--- src/rtl/ahb_master.sv ---
// AHB-Lite master: turns single commands into pipelined SINGLE/INCR/INCR4/WRAP4
// transfers, with a one-entry write-data buffer and BUSY insertion on underrun.
module ahb_master #(
   parameter int ADDR_W  = 32,
   parameter int DATA_W  = 32,
   parameter int MAX_LEN = 16
) (
   input  logic              clk,
   input  logic              hreset,
   input  logic              cmd_valid,
   output logic              cmd_ready,
   input  logic [ADDR_W-1:0] cmd_addr,
   input  logic              cmd_write,
   input  logic [2:0]        cmd_burst,
   input  logic [4:0]        cmd_len,
   input  logic [2:0]        cmd_size,
   input  logic              wdata_valid,
   output logic              wdata_ready,
   input  logic [DATA_W-1:0] wdata,
   output logic              rdata_valid,
   output logic [DATA_W-1:0] rdata,
   output logic              rdata_last,
   output logic              done,
   output logic              err,
   output logic              hsel,
   output logic [ADDR_W-1:0] haddr,
   output logic              hwrite,
   output logic [2:0]        hsize,
   output logic [2:0]        hburst,
   output logic [1:0]        htrans,
   output logic [DATA_W-1:0] hwdata,
   input  logic              hready,
   input  logic              hresp,
   input  logic [DATA_W-1:0] hrdata
);

   localparam logic [1:0] TR_IDLE   = 2'b00;
   localparam logic [1:0] TR_BUSY   = 2'b01;
   localparam logic [1:0] TR_NONSEQ = 2'b10;
   localparam logic [1:0] TR_SEQ    = 2'b11;
   localparam logic [2:0] BU_SINGLE = 3'b000;
   localparam logic [2:0] BU_INCR   = 3'b001;
   localparam logic [2:0] BU_WRAP4  = 3'b010;
   localparam logic [2:0] BU_INCR4  = 3'b011;
   localparam logic [ADDR_W-1:0] ADDR_ONE = {{(ADDR_W-1){1'b0}}, 1'b1};
   localparam logic [4:0] MAX_BEATS = 5'(MAX_LEN);

   typedef enum logic [2:0] {ST_IDLE, ST_ADDR, ST_BURST, ST_LAST, ST_ERR} state_t;

   state_t            state_reg;
   logic [4:0]        beats_reg;
   logic              dph_valid_reg;
   logic              dph_last_reg;
   logic [DATA_W-1:0] wbuf_reg;
   logic [DATA_W-1:0] stage_reg;

   logic              wb_avail;
   logic [DATA_W-1:0] wb_data;
   logic              take_wb;
   logic [ADDR_W-1:0] step;
   logic [ADDR_W-1:0] addr_inc;
   logic [ADDR_W-1:0] wrap_mask;
   logic [ADDR_W-1:0] addr_next;
   logic              incr_burst;
   logic              next_nonseq;
   logic              can_issue;
   logic              accepted;
   logic              bus_err;
   logic [4:0]        cmd_beats;
   logic [2:0]        cmd_hburst;

   always_comb begin
      // An empty buffer can still feed an issue decision by bypassing the incoming beat.
      wb_avail    = ~wdata_ready | wdata_valid;
      wb_data     = wdata_ready ? wdata : wbuf_reg;
      step        = ADDR_ONE << hsize;
      addr_inc    = haddr + step;
      wrap_mask   = (step << 2) - ADDR_ONE;
      addr_next   = (hburst == BU_WRAP4) ? ((haddr & ~wrap_mask) | (addr_inc & wrap_mask))
                                         : addr_inc;
      incr_burst  = (hburst == BU_INCR) || (hburst == BU_INCR4);
      next_nonseq = incr_burst && (addr_next[9:0] == 10'd0);
      can_issue   = ~hwrite | wb_avail;
      accepted    = htrans[1];
      bus_err     = dph_valid_reg & hresp;

      cmd_hburst = BU_SINGLE;
      cmd_beats  = 5'd1;
      case (cmd_burst)
         BU_INCR: begin
            cmd_hburst = BU_INCR;
            if (cmd_len == 5'd0)
               cmd_beats = 5'd1;
            else if (cmd_len > MAX_BEATS)
               cmd_beats = MAX_BEATS;
            else
               cmd_beats = cmd_len;
         end
         BU_WRAP4: begin
            cmd_hburst = BU_WRAP4;
            cmd_beats  = 5'd4;
         end
         BU_INCR4: begin
            cmd_hburst = BU_INCR4;
            cmd_beats  = 5'd4;
         end
         default: ;
      endcase

      take_wb = 1'b0;
      case (state_reg)
         ST_IDLE: take_wb = cmd_valid & cmd_write & wb_avail;
         ST_ADDR, ST_BURST:
            if (hready && !bus_err)
               take_wb = hwrite & wb_avail & (~accepted | (beats_reg != 5'd1));
         default: ;
      endcase
   end

   // Write-data buffer; stage_reg holds the beat whose address phase is on the bus.
   always_ff @(posedge clk) begin
      if (hreset) begin
         wdata_ready <= 1'b1;
         wbuf_reg    <= '0;
         stage_reg   <= '0;
      end else if (take_wb) begin
         wdata_ready <= 1'b1;
         stage_reg   <= wb_data;
      end else if (wdata_valid && wdata_ready) begin
         wbuf_reg    <= wdata;
         wdata_ready <= 1'b0;
      end
   end

   always_ff @(posedge clk) begin
      if (hreset) begin
         state_reg     <= ST_IDLE;
         beats_reg     <= '0;
         dph_valid_reg <= 1'b0;
         dph_last_reg  <= 1'b0;
         htrans        <= TR_IDLE;
         haddr         <= '0;
         hwrite        <= 1'b0;
         hsize         <= '0;
         hburst        <= '0;
         hwdata        <= '0;
         hsel          <= 1'b0;
         cmd_ready     <= 1'b1;
         rdata_valid   <= 1'b0;
         rdata         <= '0;
         rdata_last    <= 1'b0;
         done          <= 1'b0;
         err           <= 1'b0;
      end else begin
         rdata_valid <= 1'b0;
         done        <= 1'b0;
         case (state_reg)
            ST_IDLE: begin
               if (cmd_valid) begin
                  state_reg     <= ST_ADDR;
                  cmd_ready     <= 1'b0;
                  haddr         <= cmd_addr;
                  hwrite        <= cmd_write;
                  hsize         <= cmd_size;
                  hburst        <= cmd_hburst;
                  beats_reg     <= cmd_beats;
                  dph_valid_reg <= 1'b0;
                  if (~cmd_write | wb_avail) begin
                     htrans <= TR_NONSEQ;
                     hsel   <= 1'b1;
                  end
               end
            end
            ST_ADDR, ST_BURST, ST_LAST: begin
               if (bus_err && !hready) begin
                  // First ERROR cycle: withdraw any pending address phase.
                  htrans    <= TR_IDLE;
                  state_reg <= ST_ERR;
               end else if (hready) begin
                  if (bus_err) begin
                     htrans        <= TR_IDLE;
                     hsel          <= 1'b0;
                     cmd_ready     <= 1'b1;
                     done          <= 1'b1;
                     err           <= 1'b1;
                     dph_valid_reg <= 1'b0;
                     state_reg     <= ST_IDLE;
                  end else begin
                     if (dph_valid_reg && !hwrite) begin
                        rdata       <= hrdata;
                        rdata_valid <= 1'b1;
                        rdata_last  <= dph_last_reg;
                     end
                     if (state_reg == ST_LAST) begin
                        hsel          <= 1'b0;
                        cmd_ready     <= 1'b1;
                        done          <= 1'b1;
                        err           <= 1'b0;
                        dph_valid_reg <= 1'b0;
                        state_reg     <= ST_IDLE;
                     end else if (accepted) begin
                        dph_valid_reg <= 1'b1;
                        dph_last_reg  <= (beats_reg == 5'd1);
                        beats_reg     <= beats_reg - 5'd1;
                        if (hwrite)
                           hwdata <= stage_reg;
                        if (beats_reg == 5'd1) begin
                           htrans    <= TR_IDLE;
                           state_reg <= ST_LAST;
                        end else begin
                           haddr     <= addr_next;
                           state_reg <= ST_BURST;
                           if (can_issue)
                              htrans <= next_nonseq ? TR_NONSEQ : TR_SEQ;
                           else
                              htrans <= TR_BUSY;
                        end
                     end else begin
                        // Waiting for write data: IDLE before the first beat, BUSY afterwards.
                        dph_valid_reg <= 1'b0;
                        if (can_issue) begin
                           hsel <= 1'b1;
                           if (state_reg == ST_ADDR || (incr_burst && haddr[9:0] == 10'd0))
                              htrans <= TR_NONSEQ;
                           else
                              htrans <= TR_SEQ;
                        end
                     end
                  end
               end
            end
            ST_ERR: begin
               if (hready) begin
                  htrans        <= TR_IDLE;
                  hsel          <= 1'b0;
                  cmd_ready     <= 1'b1;
                  done          <= 1'b1;
                  err           <= 1'b1;
                  dph_valid_reg <= 1'b0;
                  state_reg     <= ST_IDLE;
               end
            end
            default: state_reg <= ST_IDLE;
         endcase
      end
   end

endmodule

--- config.mk ---
export PLATFORM = sky130hd
export DESIGN_NAME = ahb_master
export DESIGN_NICKNAME = d
export VERILOG_FILES = /design/src/rtl/ahb_master.sv
export SDC_FILE = /design/constraint.sdc
export NUM_CORES = 1
export LEC_CHECK = 0
export ABC_CLOCK_PERIOD_IN_PS = 4200
export CAP_MARGIN = 20
export CELL_PAD_IN_SITES_DETAIL_PLACEMENT = 0
export CELL_PAD_IN_SITES_GLOBAL_PLACEMENT = 2
export CORE_MARGIN = 2
export CORE_UTILIZATION = 28
export DETAILED_ROUTE_END_ITERATION = 8
export PLACE_DENSITY_LB_ADDON = 0.12
export SYNTH_ARGS = -nofsm -noshare
export SYNTH_HDL_FRONTEND = slang
export SYNTH_SLANG_ARGS = --single-unit
--- constraint.sdc ---
create_clock -name clk -period 4.2 [get_ports clk]
set_clock_uncertainty 0.15 [all_clocks]
set_input_delay 0.42 -clock clk [delete_from_list [all_inputs] [get_ports clk]]
set_output_delay 0.42 -clock clk [all_outputs]
set_load 0.005 [all_outputs]
=== Yosys cells after proc, flatten, opt, wreduce, memory -nomap -nowiden ===
Cells that the tools add are included.
Widths: inputs -> output; s select.

* Output and inout bits: 112
* Logic and storage cells: 195
* Bits of input ports: 114
* Register bits: 186

* Equal/unequal tests: 28
* Shift-type cells: 1
* Add/sub/neg operators: 3
* Reductions and logical operators: 37
* Multiplexer cells: 81
* Bitwise logic cells: 23
* Magnitude comparators: 1

{| class="wikitable"
|+ Operators by type and width
! operator !! number
|-
| $mux 32 || 9
|-
| $and 32x32->32 || 2
|-
| $pmux 32 s2 || 1
|-
| $mux 5 || 8
|-
| $mux 1 || 34
|-
| $add 32x32->32 || 1
|-
| $not 32->32 || 1
|-
| $or 32x32->32 || 1
|-
| $shl 1x3->32 const A || 1
|-
| $sub 32x1->32 const B || 1
|-
| $mux 2 || 11
|-
| $mux 3 || 7
|-
| $reduce_and 7->1 || 3
|-
| $logic_not 10->1 || 2
|-
| $pmux 5 s2 || 2
|-
| $eq 3x2->1 const B || 6
|-
| $ne 2x2->1 const B || 9
|-
| $reduce_and 6->1 || 3
|-
| $reduce_and 8->1 || 2
|-
| $reduce_and 5->1 || 3
|-
| $ne 4x4->1 const B || 3
|-
| $pmux 2 s3 || 2
|-
| $ne 5x5->1 const B || 2
|-
| $not 1->1 || 10
|-
| other kinds (24) || 50
|}

=== Depth between registers and ports, before layout ===
Gate-level depths: netlist of the first run.

* Depth in word-level cells: 17
* Gate-level depth with buffers: 13
* Gate-level depth less buffers: 11

=== Worst setup path after synthesis of the first run ===
No wires, ideal clock.

* Path kind: reg-to-reg
* Start point: register hsize[1]
* End point: register haddr[7]
* Clock period less this slack: 3.204 ns
* Setup time: 0.070 ns
* Data required time: 3.980 ns
* Path slack: 0.996 ns
* Arrival: 2.984 ns
* Stages on the path, launching flop included: 14
* Path buffers: 2
* Cell sequence: dfxtp_1 buf_2 clkbuf_1 nor2_1 nand2_1 inv_1 ha_1 a211oi_2 o21ai_0 maj3_1 a2111oi_0 a211oi_1 a211o_1 a21oi_1

* Longest elaborated chain between the ends: 13
* Elaborated cells between the ends (all ways): 15
* Classes of those cells: add/sub (2); shift (1); mux (8); bitwise (4)

{| class="wikitable"
|+ RTL lines
! item !! line !! RTL
|-
| start, declared || 28 || <nowiki>output logic [2:0] hsize,</nowiki>
|-
| start signal, assigned || 164 || <nowiki>hsize <= cmd_size;</nowiki>
|-
| $shl 1x3->32 (*) || 76 || <nowiki>step = ADDR_ONE << hsize;</nowiki>
|-
| $sub 32x1->32 || 78 || <nowiki>wrap_mask = (step << 2) - ADDR_ONE;</nowiki>
|-
| $not 32->32 || 79 || <nowiki>addr_next = (hburst == BU_WRAP4) ? ((haddr & ~wrap_mask) | (addr_inc & wrap_mask))</nowiki>
|-
| $and 32x32->32 || 79 ||
|-
| $or 32x32->32 || 79 ||
|-
| $mux 32 (*) || 79 ||
|-
| $mux 32 (*) || 207 || <nowiki>if (beats_reg == 5'd1) begin</nowiki>
|-
| $mux 32 (*) || 201 || <nowiki>end else if (accepted) begin</nowiki>
|-
| $mux 32 (*) || 194 || <nowiki>if (state_reg == ST_LAST) begin</nowiki>
|-
| $mux 32 (*) || 180 || <nowiki>if (bus_err) begin</nowiki>
|-
| $mux 32 (*) || 179 || <nowiki>end else if (hready) begin</nowiki>
|-
| $mux 32 (*) || 175 || <nowiki>if (bus_err && !hready) begin</nowiki>
|-
| $pmux 32 s2 (*) || 157 || <nowiki>case (state_reg)</nowiki>
|-
| end signal, assigned || 162 || <nowiki>haddr <= cmd_addr;</nowiki>
|-
| end signal, assigned || 211 || <nowiki>haddr <= addr_next;</nowiki>
|-
| end, declared || 26 || <nowiki>output logic [ADDR_W-1:0] haddr,</nowiki>
|}

Mark *: on every way between the ends. The rest lies on a longest branch, timed or not. The select of a mux whose other input is x is not followed.
A chain may end at the register's enable or synchronous reset.

=== Worst setup path in the final report of the first run ===
Ends and elaborated chain as after synthesis.

==> results of run 1 <==
[critical path: cells and delay by family (launching register included)]
| kind | cells | cell delay, ns |
|---|---|---|
| compound gates | 6 | 1.46 |
| fa+ha+maj | 2 | 0.80 |
| flops | 1 | 0.55 |
| simple gates | 1 | 0.36 |
[worst paths after layout]
check	start	endpoint	slack [ns]	cells past startpoint
worst max-delay path	hsize[1]	haddr[7]	0.81	9
worst min register to register	stage_reg[27]	hwdata[27]	0.30	2
worst min-delay path	stage_reg[27]	hwdata[27]	0.30	2
worst max register to register	hsize[1]	haddr[7]	0.81	9
[final cells by class]
class,instances,area [µm²],area share
clock inverters,15,133.9,0.01106
repair buffers,247,2466,0.2038
diodes,3,7.507,0.0006204
inverters,22,82.58,0.006825
well taps,402,503.0,0.04157
flip-flops and latches,185,3705,0.3062
multi-input cells,809,4777,0.3948
clock buffers,17,425.4,0.03516
[routing by layer]
| metal | wire (µm) | global-route usage | up-vias | part of all wire |
|---|---|---|---|---|
| li1 | - | - | 4250 | - |
| met1 | 14260 | 0.2432 | 3830 | 0.49 |
| met2 | 12900 | 0.2747 | 231 | 0.44 |
| met3 | 1756 | 0.04670 | 26 | 0.060 |
| met4 | 326 | 0.04258 | 6 | 0.011 |
| met5 | 39 | 0 | - | 0.0013 |
[logic make-up (layout without fill, tap and decap cells)]
| kind of cell | Yosys count | count (layout) |
|---|---|---|
| multiplexers | 73 | 73 |
| buffers and inverters | 107 | 301 |
| flip-flops | 185 | 185 |
| AO/OA/AOI/OAI | 279 | 279 |
| XOR/XNOR | 14 | 14 |
| adder cells (fa/ha/maj) | 13 | 13 |
| AND/OR/NAND/NOR | 429 | 429 |
| other | 1 | 4 |
[through the flow]
step / total power (µW) / worst slack, ns / utilization / instance area (µm²) / std cells
3_5_place_dp: 4105 / 0.8334 / 0.3664 / 11530 / 1665
2_1_floorplan: 3325 / 0.9960 / - / 8917 / 1101
5_1_grt: 6014 / 0.4381 / 0.3842 / 12090 / 1697
4_1_cts: 5718 / 0.8062 / 0.3842 / 12090 / 1697
3_3_place_gp: 4113 / 0.8755 / 0.3664 / 11530 / 1665
6_report: 5630 / 0.8112 / 0.3845 / 12100 / 1700
[cells in the mapped netlist (4+ instances only)]
library cell,number
o21ai_0,23
o211ai_1,7
o31ai_1,4
nand3_1,15
and2_1,7
a22oi_1,11
buf_1,4
o22ai_1,11
nand2b_1,5
xnor2_1,10
a211oi_1,44
nand4_1,9
xor2_1,4
a31oi_1,9
a311oi_1,6
nand2_1,185
and4_1,4
buf_2,10
nor3b_1,7
nor2b_1,5
a21oi_1,115
ha_1,11
and3_1,7
nor2_1,136
nor4_1,7
mux2_2,4
dfxtp_1,185
a211o_1,5
mux2i_1,69
inv_1,22
nor3_1,19
clkbuf_1,65
a21o_1,5
[cell usage in the layout (no fill, tap or decap), drive strengths merged, types with 4 or more instances in the layout]
cell type,instances
or2,4
clkdlybuf4s50,223
nand4,9
o22ai,11
nor2b,5
a211oi,45
and4,4
buf,24
mux2i,69
dfxtp,185
a311oi,6
ha,11
nor3b,7
clkbuf,17
a22oi,11
inv,29
and2,7
nor2,137
nand2,185
o21ai,24
a211o,5
clkinv,7
a21oi,118
a31oi,9
xor2,4
nand3,15
nor3,19
a21boi,4
nor4,7
o31ai,5
xnor2,10
and3,8
a21o,5
nand2b,5
o211ai,7
mux2,4
[where the power goes]
part / total [µW] / switching [µW] / internal (µW)
combinational: 1850 / 1010 / 838
clock: 1570 / 787 / 782
sequential: 2210 / 253 / 1960
total: 5630 / 2050 / 3580
==> results.ini, run 1 <==
[logic_synthesis]
yosys.area_share.simple = 0.2137
yosysSeqAreaShare = 0.4153
yosys_most_used_dff = dfxtp_1
syn_area_um2 = 8917
synthTopCellsByArea = dfxtp_1 42%, nand2_1 7.8%, mux2i_1 7.7%
synth-xor-area-share = 0.01375
yosys.area.top_type_share = 0.4153
yosys_warnings = 0
ys_async_sr_fraction = 0
ys_seq_elements = 185
synth_top_area_cell = dfxtp_1
synth.avg_cell_area_um2 = 8.099
synth_nets = 1227
syn_inst = 1101
synth_top_family_by_area = simple AND/OR/NAND/NOR gates
synth_cell_types = 78
synth.area.mux_share = 0.08250
synth_compound_area_frac = 0.2053
synth_edf_count = 0
synth_adder_area_share = 0.01880

[place]
port_buffers = 224
dpl.hpwl_um = 20050
routabilityCongestion = 0.7994

[timing]
rsz0062_at_grt = no
timing.fmax_ghz = 0.2951
whs_ns = 0.2987
maxSlewHeadroom = 0.3428
worst_pin_slew_ns = 0.9848
slew_violations = 0
hold_violations = 0
setup_viol = 0
period_needed_ns = 3.389
post-route-period-util = 0.8069
fin_setup_tns_ns = 0

[clock_network]
htreeDepth = 4
postCtsHoldBufs = 0
cts_setup_buffers = 0
cts_made_buffers = 17
cts-resized-gates = 0
cts-root-buf = clkbuf_16
insertion_delay_ns = 0.45
cts_tree = done
cts.clk_slew.worst_paths_ns = 0.07
clockBufferDepth = 2
cts.sinks = 185

[setup_path]
worstPathMaxFanout = 12
crit_path_end_kind = flop
slowest_delay_ns = 0.55
critical_path.cell_chain = nor3b_1, ha_1, o21ai_0, o21ai_0, maj3_1, a2111oi_0, a211oi_1, a211o_1, a21oi_1
start_kind = flop
crit_type = flop to flop
cpMostUsedCell = o21ai_0
slowest_stage = dfxtp_1
arrival_ns = 3.60
required_ns = 4.41

[grt]
grt-ovfl-total = 0
grt_pass1_wl_um = 46130
grt_max_degree = 101
grt_use_total = 0.1766
antenna_found_initial = 6
grt_pass1_vias = 8040

[finish]
drive_gt1_frac = 0.06178
num-fill-cells = 3339
nNetsFinal = 1408
area_delta_synth_final_pct = 35.70

[power_and_ir_drop]
power_leakage_uw = 0.004388
power_density_nw_per_um2 = 465.3
peakVddDrop_mv = 0.2943

[floorplanning]
rows = 65
die_w_um = 182.5
core_um2 = 31470
ios = 226
die_y_um = 182.5
start_util = 0.2833
die_area_um2 = 33290

[drt]
drt_iter0_markers = 427
drt_pass1_iterations = 7
wl_um = 29280
ant_nets = 0
drc = 0
wl_per_cell_um = 17.22
viasPerCell = 4.908
num_vias = 8343

[run]
maxCapViolCount = 0

[min_path]
hold_path.class = flop to flop

[status]
status = complete, no violations

Power figures use the tool's default switching activity.
==> run 2: changes to the inputs <==
--- a/config.mk
+++ b/config.mk
@@ -5,7 +5,7 @@
 export SDC_FILE = /design/constraint.sdc
 export NUM_CORES = 1
 export LEC_CHECK = 0
-export ABC_CLOCK_PERIOD_IN_PS = 4200
+export ABC_CLOCK_PERIOD_IN_PS = 3350
 export CAP_MARGIN = 20
 export CELL_PAD_IN_SITES_DETAIL_PLACEMENT = 0
 export CELL_PAD_IN_SITES_GLOBAL_PLACEMENT = 2
==> constraint.sdc (replaced) <==
create_clock -name clk -period 3.35 [get_ports clk]
set_clock_uncertainty 0.15 [all_clocks]
set_input_delay 0.335 -clock clk [delete_from_list [all_inputs] [get_ports clk]]
set_output_delay 0.335 -clock clk [all_outputs]
set_load 0.005 [all_outputs]
==> run 2 against run 1 <==
Cell count increased by 1.4%. Design area increased by 1.7%. Global-route usage increased by 0.14 points. Fmax increased by 6.8%. Worst hold slack got worse by 0.13 ns. Largest cell class unchanged. Non-clock buffer count increased by 23. Via count increased by 1.9%. Flip-flop and latch count unchanged. Die area unchanged. Sequential share of layout area decreased by 0.50 points.
==> results.ini, run 2 (same netlist as run 1, synthesis figures left out) <==
[drt]
wl_per_cell_um = 17.20
ant_nets = 0
num_vias = 8501
drt_iter0_markers = 515
wl_um = 29630
drt_pass1_iterations = 5
drc = 0
viasPerCell = 4.934

[place]
placed_area_um2 = 11670
dp_cells = 1686
port_buffers = 224
dpl.hpwl_um = 20740
routabilityCongestion = 0.8393

[run]
maxCapViolCount = 0

[timing]
slew_violations = 0
timing.fmax_ghz = 0.3151
hold_violations = 0
period_needed_ns = 3.173
worst_pin_slew_ns = 0.7065
setup_viol = 0
post-route-period-util = 0.9472
maxSlewHeadroom = 0.5269

[grt]
grt_use_total = 0.1780
grt_pass1_wl_um = 46470
grt_pass1_vias = 8066
grt-ovfl-total = 0
grt_max_degree = 65
antenna_found_initial = 6

[power_and_ir_drop]
power_leakage_uw = 0.004504
power_density_nw_per_um2 = 591.6
peakVddDrop_mv = 0.3482

[min_path]
hold_path.class = primary input to flop

[floorplanning]
die_w_um = 182.5
start_util = 0.2833
rows = 65
core_um2 = 31470
die_area_um2 = 33290
ios = 226
die_y_um = 182.5

[finish]
utilization = 0.3910
final_cell_mix = 223 x clkdlybuf4s50_1, 185 x nand2_1, 183 x dfxtp_1
drive_gt1_frac = 0.08042
layout_commonest_cell = clkdlybuf4s50_1
nNetsFinal = 1431
finalInstanceArea_um2 = 12310
area_delta_synth_final_pct = 38.00
layout.cells.non_filler = 1723

[clock_network]
cts-root-buf = clkbuf_16
cts_made_buffers = 17
cts_tree = done
cts.clk_slew.worst_paths_ns = 0.08
insertion_delay_ns = 0.44
clockBufferDepth = 2
htreeDepth = 4
cts.sinks = 185
postCtsHoldBufs = 0

[setup_path]
arrival_ns = 3.32
crit_path_end_kind = flop
path_delay_family = compound AO/OA/AOI/OAI gates
critical_path.cell_chain = or3_1, inv_1, ha_1, fa_2, a21o_1, and3_1, o31ai_4, a21oi_4, buf_4, and4_1, xnor2_1, o22ai_1
start_kind = flop
required_ns = 3.50
crit_buf_inv = 2
crit_type = flop to flop
slowest_stage = dfxtp_1
slowest_delay_ns = 0.46
worstPathMaxFanout = 8

[status]
status = complete, no violations

[run 2: cell types whose count changed in the layout (fill, tap and decap cells not counted), moves of 2 or more]
cell / previous run / this run
buf_4: 19 / 44
buf_12: 4 / 2
clkinv_2: 3 / 1
clkinv_8: 1 / 4
[run 2: cell type report]
class                   instances  area, µm²
fillers                      3313      19170
multi-input cells             809       4786
flip-flops and latches        185       3706
repair buffers                270       2614
well taps                     402      503.0
clock buffers                  17      425.4
clock inverters                15      181.4
inverters                      22      82.58
diodes                          3      7.507
[run 2: worst register-to-register path: cells and delay by family (launching register included)]
family / cells / cell delay (ns)
AOI/OAI and AO/OA: 4 / 0.83
and+or+nand+nor: 3 / 0.60
adders and majority gates: 2 / 0.59
DFF: 1 / 0.46
buffers and inverters: 2 / 0.25
xor gates and xnor gates: 1 / 0.15
[run 2: timing repair]
item	CTS	global route
resized for setup	0	5
buffers inserted	0	2
setup endpoints to repair	0	6
[run 2: per-layer routing]
metal	vias up	global-route usage	wire [µm]
met3	17	0.04291	1594
met1	3944	0.2523	14820
li1	4309	-	-
met4	6	0.03581	212
met2	225	0.2745	12970
met5	-	0	38
[run 2: through the flow]
stage / total power (µW) / setup TNS, ns / hold slack (ns) / setup WS, ns
after global placement: 5258 / 0 / 0.2889 / 0.1690
after CTS: 7379 / 0 / 0.1621 / 0.1125
final: 7280 / 0 / 0.1711 / 0.1769
after detailed placement: 5235 / 0 / 0.2955 / 0.1407
after global routing: 7760 / -0.009952 / 0.1927 / -0.009952
after floorplan: 4169 / 0 / 0.2822 / 0.1460
[run 2: path summary, 6_finish.rpt]
| check | from | to | slack (ns) | cells after the start |
|---|---|---|---|---|
| setup / recovery | hsize[0] | flop | 0.18 | 12 |
| hold / removal | hreset | haddr[3] | 0.17 | 2 |
| setup reg to reg | hsize[0] | flop | 0.18 | 12 |
| hold reg to reg | stage_reg[23] | hwdata[23] | 0.30 | 2 |
[run 2: where the power goes]
| part | total (µW) | switching (µW) | internal (µW) |
|---|---|---|---|
| registers | 2730 | 273 | 2460 |
| logic | 2470 | 1340 | 1120 |
| clock network | 2080 | 1010 | 1070 |
==> run 3: changes to the inputs <==
--- a/config.mk
+++ b/config.mk
@@ -5,12 +5,12 @@
 export SDC_FILE = /design/constraint.sdc
 export NUM_CORES = 1
 export LEC_CHECK = 0
-export ABC_CLOCK_PERIOD_IN_PS = 3350
+export ABC_CLOCK_PERIOD_IN_PS = 3740
 export CAP_MARGIN = 20
 export CELL_PAD_IN_SITES_DETAIL_PLACEMENT = 0
 export CELL_PAD_IN_SITES_GLOBAL_PLACEMENT = 2
 export CORE_MARGIN = 2
-export CORE_UTILIZATION = 28
+export CORE_UTILIZATION = 30
 export DETAILED_ROUTE_END_ITERATION = 8
 export PLACE_DENSITY_LB_ADDON = 0.12
 export SYNTH_ARGS = -nofsm -noshare
==> constraint.sdc (replaced) <==
create_clock -name clk -period 3.74 [get_ports clk]
set_clock_uncertainty 0.15 [all_clocks]
set_input_delay 0.374 -clock clk [delete_from_list [all_inputs] [get_ports clk]]
set_output_delay 0.374 -clock clk [all_outputs]
set_load 0.005 [all_outputs]
==> run 3 against run 2 <==
Die area shrank 6.5%. Count of clock-buffer cells in the layout is the same. Via count shrank 2.8%. Cell count shrank 2.0%. Critical path type unchanged. Design area shrank 1.2%. Flip-flop and latch count is the same. Combinational power shrank 17%. Global-route usage grew 0.48 points. Sequential power shrank 9.5%. Total power shrank 12%.
==> results.ini, run 3 (same netlist as run 1, synthesis figures left out) <==
[clock_network]
cts_made_buffers = 17
cts-resized-gates = 0
cts.sinks = 185
insertion_delay_ns = 0.45
postCtsHoldBufs = 0
clockBufferDepth = 2
cts_setup_buffers = 0
cts_tree = done
cts-root-buf = clkbuf_16
cts.clk_slew.worst_paths_ns = 0.08
htreeDepth = 4

[finish]
drive_gt1_frac = 0.06467
num_antenna_cells = 0
area_delta_synth_final_pct = 36.30
utilization = 0.4123
final_cell_mix = 223 x clkdlybuf4s50_1, 185 x nand2_1, 184 x dfxtp_1
layout_commonest_cell = clkdlybuf4s50_1
nNetsFinal = 1412

[grt]
antenna_found_initial = 0
grt_pass1_vias = 8084
grt_pass1_wl_um = 45300
grt_max_degree = 123
grt_use_total = 0.1828
grt-ovfl-total = 0

[power_and_ir_drop]
power_density_nw_per_um2 = 528.3
peakVddDrop_mv = 0.2781
power_leakage_uw = 0.004423

[drt]
wl_per_cell_um = 16.93
drt_iter0_markers = 536
viasPerCell = 4.893
drt_pass1_iterations = 5
wl_um = 28600
num_vias = 8264
ant_nets = 0
drc = 0

[timing]
hold_violations = 0
period_needed_ns = 3.223
fin_setup_tns_ns = 0
setup_ws_ns = 0.5171
post-route-period-util = 0.8617
maxSlewHeadroom = 0.4479
rsz0062_at_grt = no
timing.fmax_ghz = 0.3103
slew_violations = 0
setup_viol = 0
worst_pin_slew_ns = 0.8167

[setup_path]
crit_type = flop to flop
r2r_end = haddr[7]
r2r_slack_ns = 0.52
start_kind = flop
rr_worst_depth = 11
arrival_ns = 3.44
worstReg2RegStart = hsize[2]
required_ns = 3.96
worstPathMaxFanout = 10
crit_path_end_kind = flop
crit_end = haddr[7]
slowest_stage = dfxtp_1
critPathLaunch = hsize[2]
critical_path.cell_chain = nor2_1, nand2_1, inv_1, ha_1, a211oi_2, o21ai_0, maj3_1, a2111oi_0, a211oi_1, a211o_1, a21oi_1
slowest_delay_ns = 0.49

[status]
status = complete, no violations

[floorplanning]
ios = 226
die_w_um = 176.4
core_um2 = 29480
rows = 63
die_area_um2 = 31120
start_util = 0.3025
die_y_um = 176.4

[place]
port_buffers = 224
place_ws_ns = 0.5371
routabilityCongestion = 0.8107
dpl.hpwl_um = 19750

[min_path]
hold_path.class = primary input to flop

[run]
maxCapViolCount = 0

run 3: cell count changes in the layout (fill, tap and decap cells not counted), moves of 2 or more:
cell | previous run | this run
buf_4 | 44 | 23
diode_2 | 3 | 0
inv_8 | 2 | 4
buf_12 | 2 | 4
run 3: power breakdown:
group | internal, µW | leakage [µW] | total, µW | switching, µW
Combinational | 938 | 0.00262 | 2060 | 1130
Sequential | 2200 | 0.00151 | 2470 | 274
Clock | 961 | 0.000294 | 1890 | 924
run 3: stage by stage:
step	instance area [µm²]	hold slack, ns	total power [µW]	cells
floorplan	8917	0.2822	3734	1101
global placement	11550	0.2919	4604	1657
detailed placement	11550	0.2926	4582	1657
CTS	12150	0.2331	6509	1689
global route	12150	0.2699	6849	1689
finish	12150	0.2363	6422	1689
run 3: layer usage:
metal  routed length [µm]  GRT usage
met1                14660     0.2696
met5                    0          0
met2                11880     0.2703
met4                  314    0.04132
met3                 1751    0.04005
run 3: worst min-delay path by stage:
stage	startpoint	to	slack, ns	depth (start not counted)
floorplan	stage_reg[0]	hwdata[0]	0.28	2
global placement	rdata[27]	rdata[27]	0.29	2
detailed placement	stage_reg[21]	hwdata[21]	0.29	2
CTS	hreset	hburst[1]	0.23	2
global route	hreset	hburst[1]	0.27	2
finish	hreset	flop	0.24	2
run 3: area by class of cell:
type | instances | area [µm²]
clock buffers | 17 | 425.4
inverters | 22 | 82.58
repair buffers | 251 | 2496
multi-input cells | 809 | 4777
flip-flops and latches | 185 | 3705
well taps | 390 | 488.0
clock inverters | 15 | 180.2
fillers | 3028 | 17330
run 3: critical path: cells and delay by family, from the launching register on:
kind | cells | cell delay (ns)
adders and majority gates | 2 | 0.70
AOI/OAI and AO/OA | 6 | 1.52
and+or+nand+nor | 2 | 0.23
DFF | 1 | 0.49
buffers and inverters | 1 | 0.07
